===== src/rtl/signal_demodulation.sv =====
// signal_demodulation: receive-side M-sequence demodulator.
//   Converts float32 samples to uint32 fixed point, removes the delayed DDS
//   reference, slices the residual into chips and tracks sync against a local
//   LFSR with SEARCH / VERIFY / LOCK states.
// Ports:
//   MSEQ_clk, MSEQ_rst_n   clock, asynchronous active-low reset
//   Signal_Recv, recv_valid float32 sample and its qualifier
//   DDS_ref                 DDS sample for the sample's modulation instant
//   para_T                  slicing threshold (uint32 units)
//   chip_out, chip_valid    sliced chip and qualifier (3 cycles after input)
//   lock                    high while in LOCK
//   err_cnt                 chip errors since LOCK entry, saturating
module signal_demodulation #(
  parameter int unsigned       LFSR_N     = 7,
  parameter logic [LFSR_N-1:0] POLY       = 7'h60,
  parameter int unsigned       DDS_DELAY  = 3,
  parameter int unsigned       VERIFY_LEN = 16,
  parameter int unsigned       WINDOW     = 64,
  parameter int unsigned       LOSS_THR   = 8
) (
  input  logic        MSEQ_clk,
  input  logic        MSEQ_rst_n,
  input  logic [31:0] Signal_Recv,
  input  logic        recv_valid,
  input  logic [15:0] DDS_ref,
  input  logic [31:0] para_T,
  output logic        chip_out,
  output logic        chip_valid,
  output logic        lock,
  output logic [15:0] err_cnt
);

  localparam int unsigned CNT_MAX = (LFSR_N > VERIFY_LEN) ? LFSR_N : VERIFY_LEN;
  localparam int unsigned CNT_W   = $clog2(CNT_MAX + 1);
  localparam int unsigned WC_W    = $clog2(WINDOW + 1);
  localparam int unsigned WE_W    = $clog2(LOSS_THR + 1);

  typedef enum logic [1:0] {
    ST_SEARCH = 2'd0,
    ST_VERIFY = 2'd1,
    ST_LOCK   = 2'd2
  } state_t;

  // ---------------------------------------------------------------- stage 1
  logic               f_sign;
  logic [7:0]         f_exp;
  logic [22:0]        f_man;
  logic signed [9:0]  exp_e;
  logic [4:0]         exp_u;
  logic [31:0]        mant32;
  logic [31:0]        conv_c;
  logic [31:0]        u_q;
  logic               v1_q;

  // Float32 to uint32 with a 2^26 scale, truncating; out-of-range saturates.
  always_comb begin
    f_sign = Signal_Recv[31];
    f_exp  = Signal_Recv[30:23];
    f_man  = Signal_Recv[22:0];
    exp_e  = $signed({2'b00, f_exp}) - 10'sd101;
    exp_u  = exp_e[4:0];
    mant32 = {8'h00, 1'b1, f_man};
    conv_c = '0;
    if (f_sign) begin
      conv_c = '0;
    end else if (f_exp == 8'hFF) begin
      conv_c = (f_man == 23'd0) ? 32'hFFFF_FFFF : 32'h0;
    end else if ((f_exp == 8'h00) || (exp_e < 10'sd0)) begin
      conv_c = '0;
    end else if (exp_e > 10'sd31) begin
      conv_c = 32'hFFFF_FFFF;
    end else if (exp_u >= 5'd23) begin
      conv_c = mant32 << (exp_u - 5'd23);
    end else begin
      conv_c = mant32 >> (5'd23 - exp_u);
    end
  end

  always_ff @(posedge MSEQ_clk or negedge MSEQ_rst_n) begin
    if (!MSEQ_rst_n) begin
      u_q  <= '0;
      v1_q <= 1'b0;
    end else begin
      v1_q <= recv_valid;
      if (recv_valid) u_q <= conv_c;
    end
  end

  // ---------------------------------------------------------------- DDS delay
  logic [15:0] dds_d;

  if (DDS_DELAY == 0) begin : g_no_delay
    assign dds_d = DDS_ref;
  end else begin : g_delay
    logic [15:0] dds_pipe [DDS_DELAY];

    always_ff @(posedge MSEQ_clk or negedge MSEQ_rst_n) begin
      if (!MSEQ_rst_n) begin
        for (int i = 0; i < int'(DDS_DELAY); i++) dds_pipe[i] <= '0;
      end else begin
        dds_pipe[0] <= DDS_ref;
        for (int i = 1; i < int'(DDS_DELAY); i++) dds_pipe[i] <= dds_pipe[i-1];
      end
    end

    assign dds_d = dds_pipe[DDS_DELAY-1];
  end

  // ---------------------------------------------------------------- stage 2
  logic [32:0] diff_c;
  logic [31:0] r_q;
  logic        v2_q;

  // 33-bit difference; a set top bit means negative and clamps to zero.
  assign diff_c = {1'b0, u_q} - {7'b0, dds_d, 10'b0};

  always_ff @(posedge MSEQ_clk or negedge MSEQ_rst_n) begin
    if (!MSEQ_rst_n) begin
      r_q  <= '0;
      v2_q <= 1'b0;
    end else begin
      v2_q <= v1_q;
      if (v1_q) r_q <= diff_c[32] ? 32'h0 : diff_c[31:0];
    end
  end

  // ---------------------------------------------------------------- stage 3
  logic chip_c;

  assign chip_c = (r_q >= para_T);

  always_ff @(posedge MSEQ_clk or negedge MSEQ_rst_n) begin
    if (!MSEQ_rst_n) begin
      chip_out   <= 1'b0;
      chip_valid <= 1'b0;
    end else begin
      chip_valid <= v2_q;
      if (v2_q) chip_out <= chip_c;
    end
  end

  // ---------------------------------------------------------------- sync FSM
  state_t            state_q, state_d;
  logic [LFSR_N-1:0] s_q, s_d, s_shift;
  logic [CNT_W-1:0]  cnt_q, cnt_d;
  logic [WC_W-1:0]   win_chip_q, win_chip_d;
  logic [WE_W-1:0]   win_err_q, win_err_d;
  logic [15:0]       err_d;
  logic              lock_d;
  logic              pred, mis, loss;

  // The FSM consumes the chip in the same cycle it is registered on chip_out.
  assign s_shift = {s_q[LFSR_N-2:0], chip_c};
  assign pred    = ^(s_q & POLY);
  assign mis     = pred ^ chip_c;
  assign loss    = mis && (win_err_q == WE_W'(LOSS_THR - 1));

  always_ff @(posedge MSEQ_clk or negedge MSEQ_rst_n) begin
    if (!MSEQ_rst_n) state_q <= ST_SEARCH;
    else             state_q <= state_d;
  end

  // Next-state decode.
  always_comb begin
    state_d = state_q;
    if (v2_q) begin
      case (state_q)
        ST_SEARCH: if ((cnt_q == CNT_W'(LFSR_N - 1)) && (s_shift != '0)) state_d = ST_VERIFY;
        ST_VERIFY: begin
          if (mis)                                       state_d = ST_SEARCH;
          else if (cnt_q == CNT_W'(VERIFY_LEN - 1))      state_d = ST_LOCK;
        end
        ST_LOCK:   if (loss) state_d = ST_SEARCH;
        default:   state_d = ST_SEARCH;
      endcase
    end
  end

  // Register / counter updates per state; LOCK flywheels on the prediction.
  always_comb begin
    s_d        = s_q;
    cnt_d      = cnt_q;
    win_chip_d = win_chip_q;
    win_err_d  = win_err_q;
    err_d      = err_cnt;
    if (v2_q) begin
      case (state_q)
        ST_SEARCH: begin
          s_d   = s_shift;
          cnt_d = (cnt_q == CNT_W'(LFSR_N - 1)) ? '0 : cnt_q + CNT_W'(1);
        end
        ST_VERIFY: begin
          s_d = s_shift;
          if (mis) begin
            cnt_d = '0;
          end else if (cnt_q == CNT_W'(VERIFY_LEN - 1)) begin
            cnt_d      = '0;
            err_d      = '0;
            win_chip_d = '0;
            win_err_d  = '0;
          end else begin
            cnt_d = cnt_q + CNT_W'(1);
          end
        end
        ST_LOCK: begin
          s_d = {s_q[LFSR_N-2:0], pred};
          if (mis && (err_cnt != 16'hFFFF)) err_d = err_cnt + 16'd1;
          if (loss) begin
            cnt_d      = '0;
            win_chip_d = '0;
            win_err_d  = '0;
          end else if (win_chip_q == WC_W'(WINDOW - 1)) begin
            win_chip_d = '0;
            win_err_d  = '0;
          end else begin
            win_chip_d = win_chip_q + WC_W'(1);
            win_err_d  = win_err_q + WE_W'(mis);
          end
        end
        default: cnt_d = '0;
      endcase
    end
    lock_d = (state_d == ST_LOCK);
  end

  always_ff @(posedge MSEQ_clk or negedge MSEQ_rst_n) begin
    if (!MSEQ_rst_n) begin
      s_q        <= '0;
      cnt_q      <= '0;
      win_chip_q <= '0;
      win_err_q  <= '0;
      err_cnt    <= '0;
      lock       <= 1'b0;
    end else begin
      s_q        <= s_d;
      cnt_q      <= cnt_d;
      win_chip_q <= win_chip_d;
      win_err_q  <= win_err_d;
      err_cnt    <= err_d;
      lock       <= lock_d;
    end
  end

endmodule


===== config.mk =====
export PLATFORM = sky130hd
export DESIGN_NAME = signal_demodulation
export DESIGN_NICKNAME = d
export VERILOG_FILES = /design/src/rtl/signal_demodulation.sv
export SDC_FILE = /design/constraint.sdc
export NUM_CORES = 1
export LEC_CHECK = 0
export CAP_MARGIN = 10
export CORE_MARGIN = 10
export CORE_UTILIZATION = 35
export DETAILED_ROUTE_END_ITERATION = 10
export DONT_BUFFER_PORTS = 1
export PLACE_DENSITY = 0.54
export SETUP_SLACK_MARGIN = 0.02
export SLEW_MARGIN = 15
export SYNTH_ARGS = -nofsm -noshare
export SYNTH_HDL_FRONTEND = slang
export SYNTH_SLANG_ARGS = --single-unit

===== constraint.sdc =====
create_clock -name MSEQ_clk -period 3.85 [get_ports MSEQ_clk]
set_input_delay 0.77 -clock MSEQ_clk [delete_from_list [all_inputs] [get_ports MSEQ_clk]]
set_output_delay 0.77 -clock MSEQ_clk [all_outputs]
set_load 0.05 [all_outputs]

==> summary.md <==
| Metric | Value |
|---|---|
| IO Count | `just over 100` |
| Post-cts sizing count | `0` |
| CP endpoint kind | `flop` |
| R2R depth | `11` |
| Met1 Usage GRT | `0.209` |
| Dpl hpwl | `between 20 and 25 mm` |
| Setup violators final | `0` |
| Total GRT Usage | `0.154` |
| Fill cells | `~3000` |
| Final hold violations | `0` |
| Non-filler cells, final | `around 1600` |
| Die H | `around 190 µm` |
| Delay-heaviest family, CP | `adder cells` |
| Reg area | `just under 0.004 mm²` |
| Core area | `about 0.030 mm²` |
| CP arrival | `around 3.5 ns` |
| Worst R2R Setup Slack | `between 0.6 and 0.7 ns` |
| Post-DP Area | `roughly 0.011 mm²` |
| Clk_lat worst skew | `approximately 0.43 ns` |
| Hold slack | `approximately 0.045 ns` |
| RSZ-0062 raised after global routing | `no` |
| FF-to-FF End | `r_q[9]` |
| HP Class | `input port to async pin` |
| Die area | `approximately 0.038 mm²` |
| Layout cells sized above 1 | `0.115` |
| Power Density | `around 490 mW/mm²` |
| Pleak | `5.35 nW` |
| Final Util | `0.395` |
| Syn Nets | `1313` |
| Startpoint types | `input port` |
| Drt total wl | `just under 30 mm` |
| CTS tree | `done` |
| CP max-delay cell | `ha_1` |
| Die W | `194 µm` |
| Dpl cells | `1538` |
| Cell mode on critical path | `buf_4` |
| Vias in the first global route | `roughly 8500` |
| IO Port Bufs | `0` |
| Final Instance Area | `0.0118 mm²` |
| Setup_tns | `0 ns` |
| VDD IR-drop max | `roughly 310 µV` |
| Worst Path Buf+Inv | `5` |
| Max FO, Critical Path | `52` |
| Met2 Use GR | `0.237` |
| Hold buffers post-CTS | `0` |
| FFs w/ async S/R, synth | `1.00` |
| CP max stage delay | `~0.64 ns` |
| Count of cell types in the netlist | `between 70 and 80` |
| Routed len/inst | `between 15 and 20 µm` |
| Critical Path RT | `approximately 4 ns` |
| Slew Limit Fails | `0` |
| Clock Tree Buf Depth | `2` |
| DR vias/cell | `between 5 and 6` |
| Post-CTS Setup Inserts | `0` |
| CTS root buf | `clkbuf_16` |
| Syn_area_per_cell | `roughly 9.1 µm²` |
| CTS H-tree depth | `4` |
| Area grow syn2layout | `10.9%` |
| Met3 usage | `0.0401` |
| Largest net degree at the start of global routing | `approximately 160` |
| Worst-path cell chain | `inv_2 > ha_2 > ha_1 > inv_1 > ha_1 > buf_4 > mux2i_1 > buf_4 > nor3_1 > a2111oi_0 > buf_4 > o22ai_1` |
| # diodes | `0` |
| # Max-Cap Violations | `0` |
| Placer Congestion | `0.887` |
| Gr ovfl total | `0` |
| Pin slew with the least headroom to its limit | `~0.76 ns` |
| Drt drc | `0` |
| Initial antenna violation count | `0` |
| Synthesized area | `between 0.01 and 0.015 mm²` |
| Row count | `63` |
| Final ANT Viol Nets | `0` |
| Worst Skew | `0.0118 ns` |
| Clock-pin slew on the worst setup and hold paths | `0.07 ns` |
| Sequential-to-total area share from yosys stat | `0.373` |
| Outcome | `complete, no violations` |
| TritonCTS buffer count | `17` |
| DR iter-0 viols | `511` |
| GRT busiest layer | `met2` |
| Number of synthesized flops with an enable pin | `0` |
| Nets | `1316` |
| Multi-input gate area | `~0.0059 mm²` |
| Post-route clock period utilization | `0.849` |
| Drt first pass iters | `7` |
| Fin crit period | `between 3 and 4 ns` |
| Yosys warnings | `0` |
| Clock sinks | `around 160` |
| Post-Synthesis Cells | `around 1200` |
| Number of synthesized register bits | `158` |
| Initial core utilization | `0.356` |
| Wire length of the first global-routing pass | `47.8 mm` |
| Vias | `8730` |
| Fmax | `a little over 0.3 GHz` |
| WS Path Type | `input port to flop` |
| Main synth FF type | `dfrtp_1` |
| Slew headroom | `0.491` |
| Reg2reg start | `u_q[10]` |
worst reg2reg max path, cell delays in order, from the launching register on:
cell and delay, ns:
dfrtp_1 0.36, inv_1 0.07, ha_1 0.19, fa_1 0.22
nor2b_1 0.08, o31a_1 0.28, nor3_1 0.26, o21ai_1 0.21
a41o_1 0.37, o31ai_4 0.57, buf_4 0.32, o22ai_1 0.12
cell usage in the layout, fill, tap and decap left out, drive strengths merged, types with 28 or more instances in the layout:
cell    instances
o21ai          60
nand2b         28
buf            45
dfrtp         158
nand2         107
mux2i          59
o22ai          70
ha             65
a21oi          50
inv           134
nor2           65
flip-flops by register name, summed over array words and instances (netlist names):
register          count
chip_out              1
chip_valid            1
cnt_q                 5
dds_d                16
err_cnt              16
g_delay.dds_pipe     32
lock                  1
r_q                  32
s_q                   7
state_q               2
u_q                  32
v1_q                  1
v2_q                  1
win_chip_q            7
win_err_q             4
Yosys cell counts (8+ instances only):
library cell | instances | area share
a2111oi_0 | 9 | 0.0074
a211oi_1 | 19 | 0.013
a21o_1 | 15 | 0.011
a21oi_1 | 48 | 0.023
a221oi_1 | 16 | 0.013
a31oi_1 | 8 | 0.0047
and2_1 | 8 | 0.0047
and4_1 | 8 | 0.0066
buf_2 | 13 | 0.0061
clkbuf_1 | 44 | 0.016
dfrtp_1 | 158 | 0.37
ha_1 | 65 | 0.077
inv_1 | 128 | 0.045
mux2_2 | 25 | 0.027
mux2i_1 | 59 | 0.056
mux4_2 | 19 | 0.040
nand2_1 | 107 | 0.038
nand2b_1 | 28 | 0.017
nand3_1 | 24 | 0.011
nor2_1 | 65 | 0.023
nor2b_1 | 12 | 0.0071
nor3_1 | 25 | 0.012
nor4_1 | 9 | 0.0053
o211ai_1 | 13 | 0.0092
o21ai_0 | 57 | 0.027
o22ai_1 | 70 | 0.041
xnor2_1 | 12 | 0.0099
xor2_1 | 9 | 0.0074
kinds of logic after synthesis:
| logic type | Yosys count | share of synthesized area |
|---|---|---|
| adders and majority gates | 66 | 0.0785 |
| buffers and inverters | 192 | 0.0696 |
| and+or+nand+nor | 312 | 0.141 |
| DFF | 158 | 0.373 |
| xor gates and xnor gates | 22 | 0.0189 |
| AOI/OAI and AO/OA | 311 | 0.197 |
| muxes | 103 | 0.123 |
layout make-up:
class | count | area share
Inverter | 131 | 0.0419
Timing Repair Buffer | 45 | 0.0298
Multi-Input combinational cell | 814 | 0.505
Sequential cell | 158 | 0.336
Clock buffer | 17 | 0.0362
Tap cell | 390 | 0.0415
Clock inverter | 13 | 0.00947
how the worst max path moves through the flow:
stage	start	endpoint	slack, ns	cells after the start
global route	Signal_Recv[23]	u_q[21]	0.35	12
finish	Signal_Recv[23]	u_q[21]	0.58	12
CTS	Signal_Recv[23]	u_q[21]	0.59	12
global placement	Signal_Recv[23]	u_q[21]	0.20	12
floorplan	Signal_Recv[23]	u_q[20]	0.04	17
detailed placement	Signal_Recv[23]	u_q[21]	0.13	12
routing by layer:
layer	vias up	wire (µm)	part of all wire
li1	4217	-	-
met2	272	13400	0.45
met3	33	2030	0.068
met1	4208	13900	0.47
met5	-	0	0
met4	0	522	0.018
power by group:
part           internal, mW  switching, mW  total [mW]
logic                 0.838           1.15        1.98
registers              1.93          0.287        2.21
clock network         0.831          0.729        1.56
metrics by stage:
stage	total power [mW]	setup slack [ns]
after floorplan	3.62	0.0354
after global placement	4.19	0.196
after detailed placement	4.22	0.130
after CTS	5.81	0.589
after global routing	6.16	0.352
final	5.76	0.583
Power figures use the tool's default switching activity.
